### src/rtl/rc4_stream_xor.sv
`default_nettype none
// ============================================================================
// Module   : rc4_stream_xor
// Purpose  : XORs a byte stream with RC4 keystream buffered in a small FIFO,
//            counts message length and flags the last byte.
// Options  : RC4_DROP_EN adds the RC4-drop[DROP_N] discard phase after rekey.
// Revision : 1.0
// ============================================================================
module rc4_stream_xor #(
  parameter int KS_DEPTH = 4,
  parameter int LEN_W    = 16,
  parameter int DROP_N   = 768
) (
  input  logic             clk,
  input  logic             rst_n,
  input  logic             start,
  input  logic             new_key,
  input  logic [LEN_W-1:0] msg_len,
  output logic             busy,
  output logic             done,
  input  logic             ks_valid,
  input  logic [7:0]       ks_data,
  output logic             ks_ready,
  input  logic             din_valid,
  input  logic [7:0]       din_data,
  output logic             din_ready,
  output logic             dout_valid,
  output logic [7:0]       dout_data,
  output logic             dout_last,
  input  logic             dout_ready
);

  localparam int PTR_W = (KS_DEPTH > 1) ? $clog2(KS_DEPTH) : 1;
  localparam int CNT_W = PTR_W + 1;

  typedef enum logic [1:0] {
    S_IDLE = 2'd0,
    S_RUN  = 2'd1,
`ifdef RC4_DROP_EN
    S_DROP = 2'd3,
`endif
    S_DONE = 2'd2
  } state_t;

  if (KS_DEPTH < 2 || (KS_DEPTH & (KS_DEPTH - 1)) != 0) begin : g_bad_depth
    $error("KS_DEPTH must be a power of 2 and >= 2");
  end
  if (DROP_N < 1) begin : g_bad_drop
    $error("DROP_N must be >= 1");
  end

  state_t           r_state, w_state_nxt;
  logic [7:0]       r_fifo [KS_DEPTH];
  logic [PTR_W-1:0] r_wr_ptr, r_rd_ptr;
  logic [CNT_W-1:0] r_count;
  logic [LEN_W-1:0] r_remaining;
  logic             w_start_ok, w_flush, w_push, w_pop, w_out_free;

  assign w_start_ok = (r_state == S_IDLE) && start;
  assign w_flush    = w_start_ok && new_key;
  assign w_out_free = !dout_valid || dout_ready;
  assign busy       = (r_state != S_IDLE);
  assign done       = (r_state == S_DONE);

  always_comb begin
    ks_ready  = (r_state == S_RUN) && (r_count < CNT_W'(KS_DEPTH));
`ifdef RC4_DROP_EN
    if (r_state == S_DROP) ks_ready = 1'b1;
`endif
    din_ready = (r_state == S_RUN) && (r_count != '0) &&
                (r_remaining != '0) && w_out_free;
  end

  assign w_push = ks_valid && ks_ready && (r_state == S_RUN);
  assign w_pop  = din_valid && din_ready;

`ifdef RC4_DROP_EN
  localparam int DROP_W = $clog2(DROP_N + 1);
  logic [DROP_W-1:0] r_drop_cnt;
  logic              w_drop_last;

  assign w_drop_last = (r_drop_cnt == DROP_W'(DROP_N - 1));

  always_ff @(posedge clk) begin
    if (!rst_n || w_start_ok) r_drop_cnt <= '0;
    else if (r_state == S_DROP && ks_valid) r_drop_cnt <= r_drop_cnt + DROP_W'(1);
  end
`endif

  always_comb begin
    w_state_nxt = r_state;
    case (r_state)
      S_IDLE: begin
        if (start) begin
`ifdef RC4_DROP_EN
          w_state_nxt = new_key ? S_DROP : S_RUN;
`else
          w_state_nxt = S_RUN;
`endif
        end
      end
`ifdef RC4_DROP_EN
      S_DROP: if (ks_valid && w_drop_last) w_state_nxt = S_RUN;
`endif
      // The final byte may still be waiting downstream; leave only once it drains.
      S_RUN:  if (r_remaining == '0 && w_out_free) w_state_nxt = S_DONE;
      S_DONE: w_state_nxt = S_IDLE;
      default: w_state_nxt = S_IDLE;
    endcase
  end

  always_ff @(posedge clk) begin
    if (w_push) r_fifo[r_wr_ptr] <= ks_data;
  end

  always_ff @(posedge clk) begin
    if (!rst_n) begin
      r_state     <= S_IDLE;
      r_wr_ptr    <= '0;
      r_rd_ptr    <= '0;
      r_count     <= '0;
      r_remaining <= '0;
      dout_valid  <= 1'b0;
      dout_data   <= 8'h00;
      dout_last   <= 1'b0;
    end else begin
      r_state <= w_state_nxt;

      if (w_start_ok)  r_remaining <= msg_len;
      else if (w_pop)  r_remaining <= r_remaining - LEN_W'(1);

      if (w_flush) begin
        r_wr_ptr <= '0;
        r_rd_ptr <= '0;
        r_count  <= '0;
      end else begin
        if (w_push) r_wr_ptr <= r_wr_ptr + PTR_W'(1);
        if (w_pop)  r_rd_ptr <= r_rd_ptr + PTR_W'(1);
        if (w_push && !w_pop)      r_count <= r_count + CNT_W'(1);
        else if (!w_push && w_pop) r_count <= r_count - CNT_W'(1);
      end

      if (w_pop) begin
        dout_valid <= 1'b1;
        dout_data  <= din_data ^ r_fifo[r_rd_ptr];
        dout_last  <= (r_remaining == LEN_W'(1));
      end else if (dout_ready) begin
        dout_valid <= 1'b0;
        dout_last  <= 1'b0;
      end
    end
  end

endmodule
`default_nettype wire

### config.mk
export PLATFORM = sky130hd
export DESIGN_NAME = rc4_stream_xor
export DESIGN_NICKNAME = d
export VERILOG_FILES = /design/src/rtl/rc4_stream_xor.sv
export SDC_FILE = /design/constraint.sdc
export NUM_CORES = 1
export LEC_CHECK = 0
export ABC_AREA = 1
export CAP_MARGIN = 10
export CORE_ASPECT_RATIO = 1.5
export CORE_MARGIN = 4
export CORE_UTILIZATION = 54
export DETAILED_ROUTE_END_ITERATION = 10
export HOLD_SLACK_MARGIN = 0.02
export PLACE_DENSITY_LB_ADDON = 0.2
export SLEW_MARGIN = 20
export SYNTH_ARGS = -nofsm -noshare
export SYNTH_HDL_FRONTEND = slang
export SYNTH_SLANG_ARGS = --single-unit
export TNS_END_PERCENT = 50
### constraint.sdc
create_clock -name clk -period 3.1 [get_ports clk]
set_input_delay 0.31 -clock clk [delete_from_list [all_inputs] [get_ports clk]]
set_output_delay 0.31 -clock clk [all_outputs]
set_load 0.1 [all_outputs]
==> results.cfg <==
[grt]
grt_first_pass_wirelength_mm = 13.01
grt_max_degree = 44
grt_use_total_pct = 21.15
gr-total-overflow = 0
grt_pass1_vias = 3004
grt_antenna_before_repair = 0

[cts]
worst_skew_pair.late_latency_ps = 340
post-cts-setup-buffer-count = 0
tritoncts = yes
numCtsBuffers = 9
htreeDepth = 3
clk_pin_slew_ps = 80
cts_resized = 0
hold_buffers = 0
clockBufferDepth = 2
cts_num_sinks = 69
cts_root_buffer = clkbuf_8

[finish]
layoutNonFillerInstCount = 593
mostFrequentLayoutCells = nand2_1, nor2_1, inv_1, clkdlybuf4s50_1, nand3_1
drive_gt1_share_pct = 6.936
antenna_cells = 0
fillers = 553
nets = 562
final_common_cell = nand2_1
areaGrowthSynthToFinish_pct = 21.62
finalInstanceArea_mm2 = 0.004314

[yosys]
yosysUniqueCellTypes = 30
syn_nets = 512
avgSynthCellArea_um2 = 7.645
synth.area.top_cells = edfxtp_1, dfxtp_1, nand2_1
ys_seq_area_share_pct = 47.97
yosysWarnings = 0
yosysTopAreaCellShare_pct = 27.09
synthCells = 464
netlist_area_mm2 = 0.003547
ys_ff_latch = 69
synth_top_area_cell = edfxtp_1

[worst_setup_path]
path_class = register to primary output
crit_chain = clkdlybuf4s50_1
worstPathArrival_ps = 1850
crit_required_ps = 2790
critPathCaptureType = primary output
crit_family = buffers and inverters
crit_slowest_cell = clkdlybuf4s50_1
cpPeakStageDelay_ps = 1150
cp_num_buf_inv = 1
worst-path-max-fanout = 2
setup.worst_path.start_class = register

[timing]
holdWs_ps = 507.3
finalSetupViolations = 0
finClkSkew_ps = 12.90
rsz0062_at_grt = no
finalHoldViolCount = 0
tightest_slew_ps = 985.8
min_period_over_period_pct = 69.63
fin_crit_ps = 2159
max_freq_mhz = 463.2
max-slew-margin-rel_pct = 34.07
maxSlewViolCount = 0

[route]
via_count = 3037
drt_iter0_markers = 180
vias_per_cell = 5.121
firstDrtPassIters = 4
drcViolationCount = 0
antenna_left = 0
routedWlPerCell_um = 13.10
drt_wl_total_mm = 7.770

[floorplan]
die_w_um = 74.18
boundaryPins = 53
start_util_pct = 56.64
dieArea_mm2 = 0.007956
coreArea_mm2 = 0.006262
die_h_um = 107.3
std_cell_rows = 35

[placed_design]
routabilityCongestion = 0.8418
dpl_cell_area_mm2 = 0.004085
post-dp-hpwl_mm = 5.565
dp_cells = 577
io_buffer_count = 52

[min_path]
worstHoldPathType = register to register

[power_and_ir_drop]
peakVddDrop_mv = 0.4107
leakage_nw = 1.870
finalPower_w = 0.002622
pwr_density_cell_mw_per_mm2 = 607.8

[run]
maxCapViolations = 0

[status]
outcome = completed
==> stage by stage <==
| stage | utilization (%) | worst slack [ps] | setup TNS, ps |
|---|---|---|---|
| 5_1_grt | 68.89 | 720.9 | 0 |
| 3_5_place_dp | 65.23 | 826.3 | 0 |
| 4_1_cts | 68.89 | 915.3 | 0 |
| 3_3_place_gp | 65.23 | 898.2 | 0 |
| 2_1_floorplan | - | -51.09 | -51.09 |
| 6_report | 68.89 | 941.3 | 0 |
==> layer usage <==
layer,up-vias,wire length (um),global-route usage [%]
met3,12,345,3.271
met1,1386,2990,22.99
met5,-,0,0
met4,0,153,10.10
li1,1568,-,-
met2,71,4281,38.58
==> cell usage after synthesis <==
master and count:
nand4_1 3, a21oi_1 13, nand3_4 1, dfxtp_1 37, o22ai_1 1, edfxtp_1 32
nor3_1 3, clkbuf_1 6, nor2_4 3, o21ai_0 17, mux2i_1 1, inv_1 48
nand2_4 1, o21a_1 2, buf_6 2, a21boi_0 1, nand3_1 38, xor2_1 1
nand2_1 131, nor2_2 2, fa_1 1, buf_4 3, nor2_1 84, ha_1 8
nand3b_1 4, buf_2 5, xnor2_1 8, inv_2 2, nand2_2 3, o21bai_1 3
==> cell families after synthesis <==
family,count (synthesis),synth area share (%)
and+or+nand+nor,273,32.56
xor gates and xnor gates,9,2.222
DFF,69,47.97
buffers and inverters,66,7.901
muxes,1,0.2822
AOI/OAI and AO/OA,37,5.679
adders and majority gates,9,3.386
==> path summary, 6_finish.rpt <==
check,start,end,slack [ps],cells past startpoint
worst max-delay path,dout_data[4],dout_data[4],940,1
worst min-delay path,r_count[2],r_count[2],510,2
worst max register to register,r_remaining[0],r_count[2],950,13
worst min register to register,r_count[2],r_count[2],510,2
==> power by group <==
group / total (W) / internal (W) / switching (W)
Clock: 0.000838 / 0.000466 / 0.000373
Combinational: 0.000711 / 0.000245 / 0.000467
Sequential: 0.00107 / 0.00102 / 0.0000561
==> cell type report <==
cell class | instances | area [um^2] | share of cell area (%)
clock inverter | 7 | 105.1 | 2.436
tap | 74 | 92.59 | 2.146
inverter | 50 | 187.7 | 4.350
clock buffer | 9 | 123.9 | 2.871
sequential | 69 | 1702 | 39.44
timing repair buffer | 55 | 533.0 | 12.35
multi-input combinational | 329 | 1570 | 36.40
==> state kept, by name, summed over array words and instances (netlist names), 2 cells and up, named ones only <==
name         flops
r_remaining     16
r_count          3
r_rd_ptr         2
r_fifo          32
r_state          2
dout_data        8
r_wr_ptr         2
(Power assumes the default switching activity.)
==> variant 1 (same flow settings) <==
Add a define of `RC4_DROP_EN`.
--- a/src/rtl/rc4_stream_xor.sv
+++ b/src/rtl/rc4_stream_xor.sv
@@ -6,6 +6,8 @@
 // Options  : RC4_DROP_EN adds the RC4-drop[DROP_N] discard phase after rekey.
 // Revision : 1.0
 // ============================================================================
+`define RC4_DROP_EN
+
 module rc4_stream_xor #(
   parameter int KS_DEPTH = 4,
   parameter int LEN_W    = 16,
Formal check against the unedited RTL: not equivalent (Yosys sat finds a counterexample within 4 cycles, from zero or initial values and one cycle with rst_n low).
==> variant 1 against the unedited design <==
Sequential share of layout area is 0.64 points lower. Via count is 17% higher. Worst setup slack worse by 0.23 ns. Area after synthesis is 17% higher. Sequential cell count is 10 higher. Clock skew is 0.0036 ns lower. Core utilization is 2.4 points lower. Cell area is 14% higher. Wire length is 13% higher. Critical endpoint is now r_count[2]$_SDFFE_PP0P_. Highest routed layer unchanged.
Power is not compared: it rests on default switching activity, and its combinational part moved more than twofold at a synthesized area within 25%.
==> variant 1: results (changes against the unedited design) <==
| Metric | Value |
|---|---|
| First-pass GRT wire length | `14.6 mm (was 13.0 mm)` |
| CP startpoint | `r_state[1]$_SDFFE_PN0P_ (was dout_data[4]$_SDFFE_PN0P_)` |
| Mapped Nets | `604 (was 512)` |
| Setup crit end | `r_count[2]$_SDFFE_PP0P_ (was dout_data[4])` |
| R2R depth | `12 (was 13)` |
| FF-to-FF setup slack | `0.71 ns (was 0.95 ns)` |
| Critical Path Fanout Max | `8 (was 2)` |
| Hold Worst Slack | `0.466 ns (was 0.507 ns)` |
| Mux contribution to synthesized area | `0.483% (was 0.282%)` |
| Pre-CTS setup slack | `0.665 ns (was 0.826 ns)` |
| Met2 wire len | `4.71 mm (was 4.28 mm)` |
| Skew-Pair Late Insertion Delay | `0.36 ns (was 0.34 ns)` |
| Via density | `5.03 (was 5.12)` |
| Fillers | `662 (was 553)` |
| Vias in the first global route | `3418 (was 3004)` |
| Status | `completed (unchanged)` |
| Synth Area in XOR/XNOR | `3.17% (was 2.22%)` |
| Dpl hpwl | `6.41 mm (was 5.57 mm)` |
| Iter 0 DRT Violations | `202 (was 180)` |
| Met3 WL | `313 µm (was 345 µm)` |
| Final GP Congestion | `0.910 (was 0.842)` |
| Met1 Resource Use GR | `21.6% (was 23.0%)` |
| Largest net degree at the start of global routing | `40 (was 44)` |
| Fraction of final layout cells sized beyond drive strength 1 | `7.89% (was 6.94%)` |
| Average cell area after synthesis | `7.52 µm² (was 7.64 µm²)` |
| M3 GR Usage | `3.84% (was 3.27%)` |
| Nets | `656 (was 562)` |
| Min-Delay Endpoint | `r_drop_cnt[6]$_SDFFE_PP0P_ (was r_count[2]$_SDFFE_PP0P_)` |
| Placed cells | `692 (was 577)` |
| Post-Layout Cell Count | `708 (was 593)` |
| Complex-gate fraction of the synthesized area | `4.38% (was 5.68%)` |
| Netlist cell types | `36 (was 30)` |
| Register area share after synthesis | `45.9% (was 48.0%)` |
| Total power | `3.64 mW` |
-- variant 1: cell types whose count changed after synthesis, moves of 4 or more --
cell / delta
nor2_1: -4
nor2_2: +11
nand2_1: +30
nand3_1: +15
inv_1: +11
nand4_1: +4
ha_1: +5
dfxtp_1: +10
a21oi_1: +4
xor2_1: +5
o21ai_0: -6
-- variant 1: cell type report --
| cell class | instances | share of cell area, % |
|---|---|---|
| multi-input cells | 394 | 39.1 |
| flip-flops and latches | 79 | 38.8 |
| repair buffers | 56 | 11.0 |
| inverters | 63 | 4.83 |
| well taps | 100 | 2.55 |
| clock buffers | 9 | 2.53 |
| clock inverters | 7 | 1.15 |
-- variant 1: critical path, cell delays in order, from the launching register on --
cell     delay [ns]
dfxtp_1        0.34
inv_1          0.10
ha_1           0.23
a21o_1         0.15
nand3_1        0.20
inv_1          0.15
ha_1           0.16
inv_1          0.07
fa_1           0.40
a21oi_1        0.16
o21ai_0        0.12
xor2_1         0.14
nor2_1         0.05
==> variant 2 (same settings) <==
Made on the original files. Re-encode `state_t` (3 states) as one-hot, 3 bits wide.
--- a/src/rtl/rc4_stream_xor.sv
+++ b/src/rtl/rc4_stream_xor.sv
@@ -33,13 +33,13 @@
   localparam int PTR_W = (KS_DEPTH > 1) ? $clog2(KS_DEPTH) : 1;
   localparam int CNT_W = PTR_W + 1;
 
-  typedef enum logic [1:0] {
-    S_IDLE = 2'd0,
-    S_RUN  = 2'd1,
+  typedef enum logic [2:0] {
+    S_IDLE = 3'b001,
+    S_RUN  = 3'b010,
 `ifdef RC4_DROP_EN
     S_DROP = 2'd3,
 `endif
-    S_DONE = 2'd2
+    S_DONE = 3'b100
   } state_t;
 
   if (KS_DEPTH < 2 || (KS_DEPTH & (KS_DEPTH - 1)) != 0) begin : g_bad_depth
Behaviour: same outputs for any inputs over 10 cycles, from zero or initial values and one cycle with rst_n low; not proved beyond that.
==> variant 2 against the unedited design <==
Power shrank 13%. Clock power decreased by 12%. Core utilization shrank 2.0 points. Sequential cell count rose by 1. Worst setup slack lost 0.018 ns. Combinational power down 31%. Wire length increased by 2.4%. Cell area rose by 0.58%. Global-route usage fell by 0.11 points. Largest power group unchanged. Highest routed layer unchanged. Area after synthesis is 1.4% higher.
==> variant 2: results (changes against the unedited design) <==
| Metric | Value |
|---|---|
| Status | `completed (unchanged)` |
| Critical path data arrival time | `1.87 ns (was 1.85 ns)` |
| Mux contribution to synthesized area | `0% (was 0.282%)` |
| Met2 wire len | `4.34 mm (was 4.28 mm)` |
| Routing usage on met2 | `39.4% (was 38.6%)` |
| Worst slew margin | `34.6% (was 34.1%)` |
| Synth top area cells | `edfxtp_1, dfxtp_1, nand2_1 (unchanged)` |
| Iter 0 DRT Violations | `202 (was 180)` |
| Register area share after synthesis | `47.8% (was 48.0%)` |
| Nets | `565 (was 562)` |
| M1 WL | `3.07 mm (was 2.99 mm)` |
| CTS root buf | `clkbuf_8 (unchanged)` |
| GR Util All Layers | `21.0% (was 21.2%)` |
| Fraction of final layout cells sized beyond drive strength 1 | `8.43% (was 6.94%)` |
| LEAKAGE | `1.87 nW (about the same)` |
| Dpl hpwl | `5.78 mm (was 5.57 mm)` |
| Complex-gate fraction of the synthesized area | `5.32% (was 5.68%)` |
| Vias in the first global route | `2968 (was 3004)` |
| M3 GR Usage | `4.00% (was 3.27%)` |
| Synth Area in XOR/XNOR | `3.16% (was 2.22%)` |
| Fin Clk Skew | `0.0105 ns (was 0.0129 ns)` |
| Post-synthesis adder-cell area fraction | `3.34% (was 3.39%)` |
| Netlist cell types | `31 (was 30)` |
| Largest net degree at the start of global routing | `33 (was 44)` |
| Mapped Nets | `513 (was 512)` |
| CP delay by family, top | `buffers and inverters (unchanged)` |
| Final GP Congestion | `0.912 (was 0.842)` |
| Top cells by count, synth | `nand2_1, nor2_1, inv_1 (unchanged)` |
| First-pass GRT wire length | `12.8 mm (was 13.0 mm)` |
| Vias | `3053 (was 3037)` |
| Post-cts resize count | `0 (unchanged)` |
| Met1 Resource Use GR | `21.8% (was 23.0%)` |
| Setup crit end | `dout_last (was dout_data[4])` |
| CP startpoint | `dout_last$_SDFFE_PN0P_ (was dout_data[4]$_SDFFE_PN0P_)` |
| Routed len/inst | `13.3 µm (was 13.1 µm)` |
| Met3 WL | `389 µm (was 345 µm)` |
| VDD IR max | `360 µV (was 411 µV)` |
==> variant 2: cell type report <==
type	instances	area, µm²
Multi-Input combinational cell	332	1610
Timing Repair Buffer	55	533
Inverter	49	184
Clock inverter	7	73.8
Fill cell	572	2150
Tap cell	76	95.1
Clock buffer	9	124
Sequential cell	70	1720
==> variant 2: worst min-delay path by stage <==
stage	startpoint	endpoint	slack, ns
after floorplan	ks_data[0]	r_fifo[0][0]$_DFFE_PP_	0.41
after CTS	r_rd_ptr[1]$_SDFFE_PP0P_	flop	0.51
after global routing	dout_last$_SDFFE_PN0P_	dout_last$_SDFFE_PN0P_	0.52
after detailed placement	dout_last$_SDFFE_PN0P_	dout_last$_SDFFE_PN0P_	0.50
after global placement	r_rd_ptr[1]$_SDFFE_PP0P_	r_rd_ptr[1]$_SDFFE_PP0P_	0.49
final	r_rd_ptr[1]$_SDFFE_PP0P_	flop	0.51
==> variant 2: worst min-delay path, stage by stage (launching register included) <==
cell     delay [ns]
dfxtp_1        0.33
nand2_1        0.06
a21oi_1        0.07
==> variant 2: stage by stage <==
stage / hold slack, ns / worst slack [ns] / power (mW) / cells / utilization (%)
floorplan: 0.409 / 0.235 / 1.41 / 465 / -
global placement: 0.489 / 0.855 / 1.54 / 582 / 63.9
detailed placement: 0.498 / 0.804 / 1.55 / 582 / 63.9
CTS: 0.508 / 0.911 / 2.28 / 598 / 66.9
global route: 0.521 / 0.716 / 2.39 / 598 / 66.9
finish: 0.507 / 0.923 / 2.27 / 598 / 66.9
==> variant 2: where the power goes <==
part / internal [mW] / leakage (nW) / switching (mW)
sequential: 0.999 / 0.598 / 0.0388
combinational: 0.183 / 1.17 / 0.310
clock: 0.374 / 0.0996 / 0.363
total: 1.56 / 1.87 / 0.713
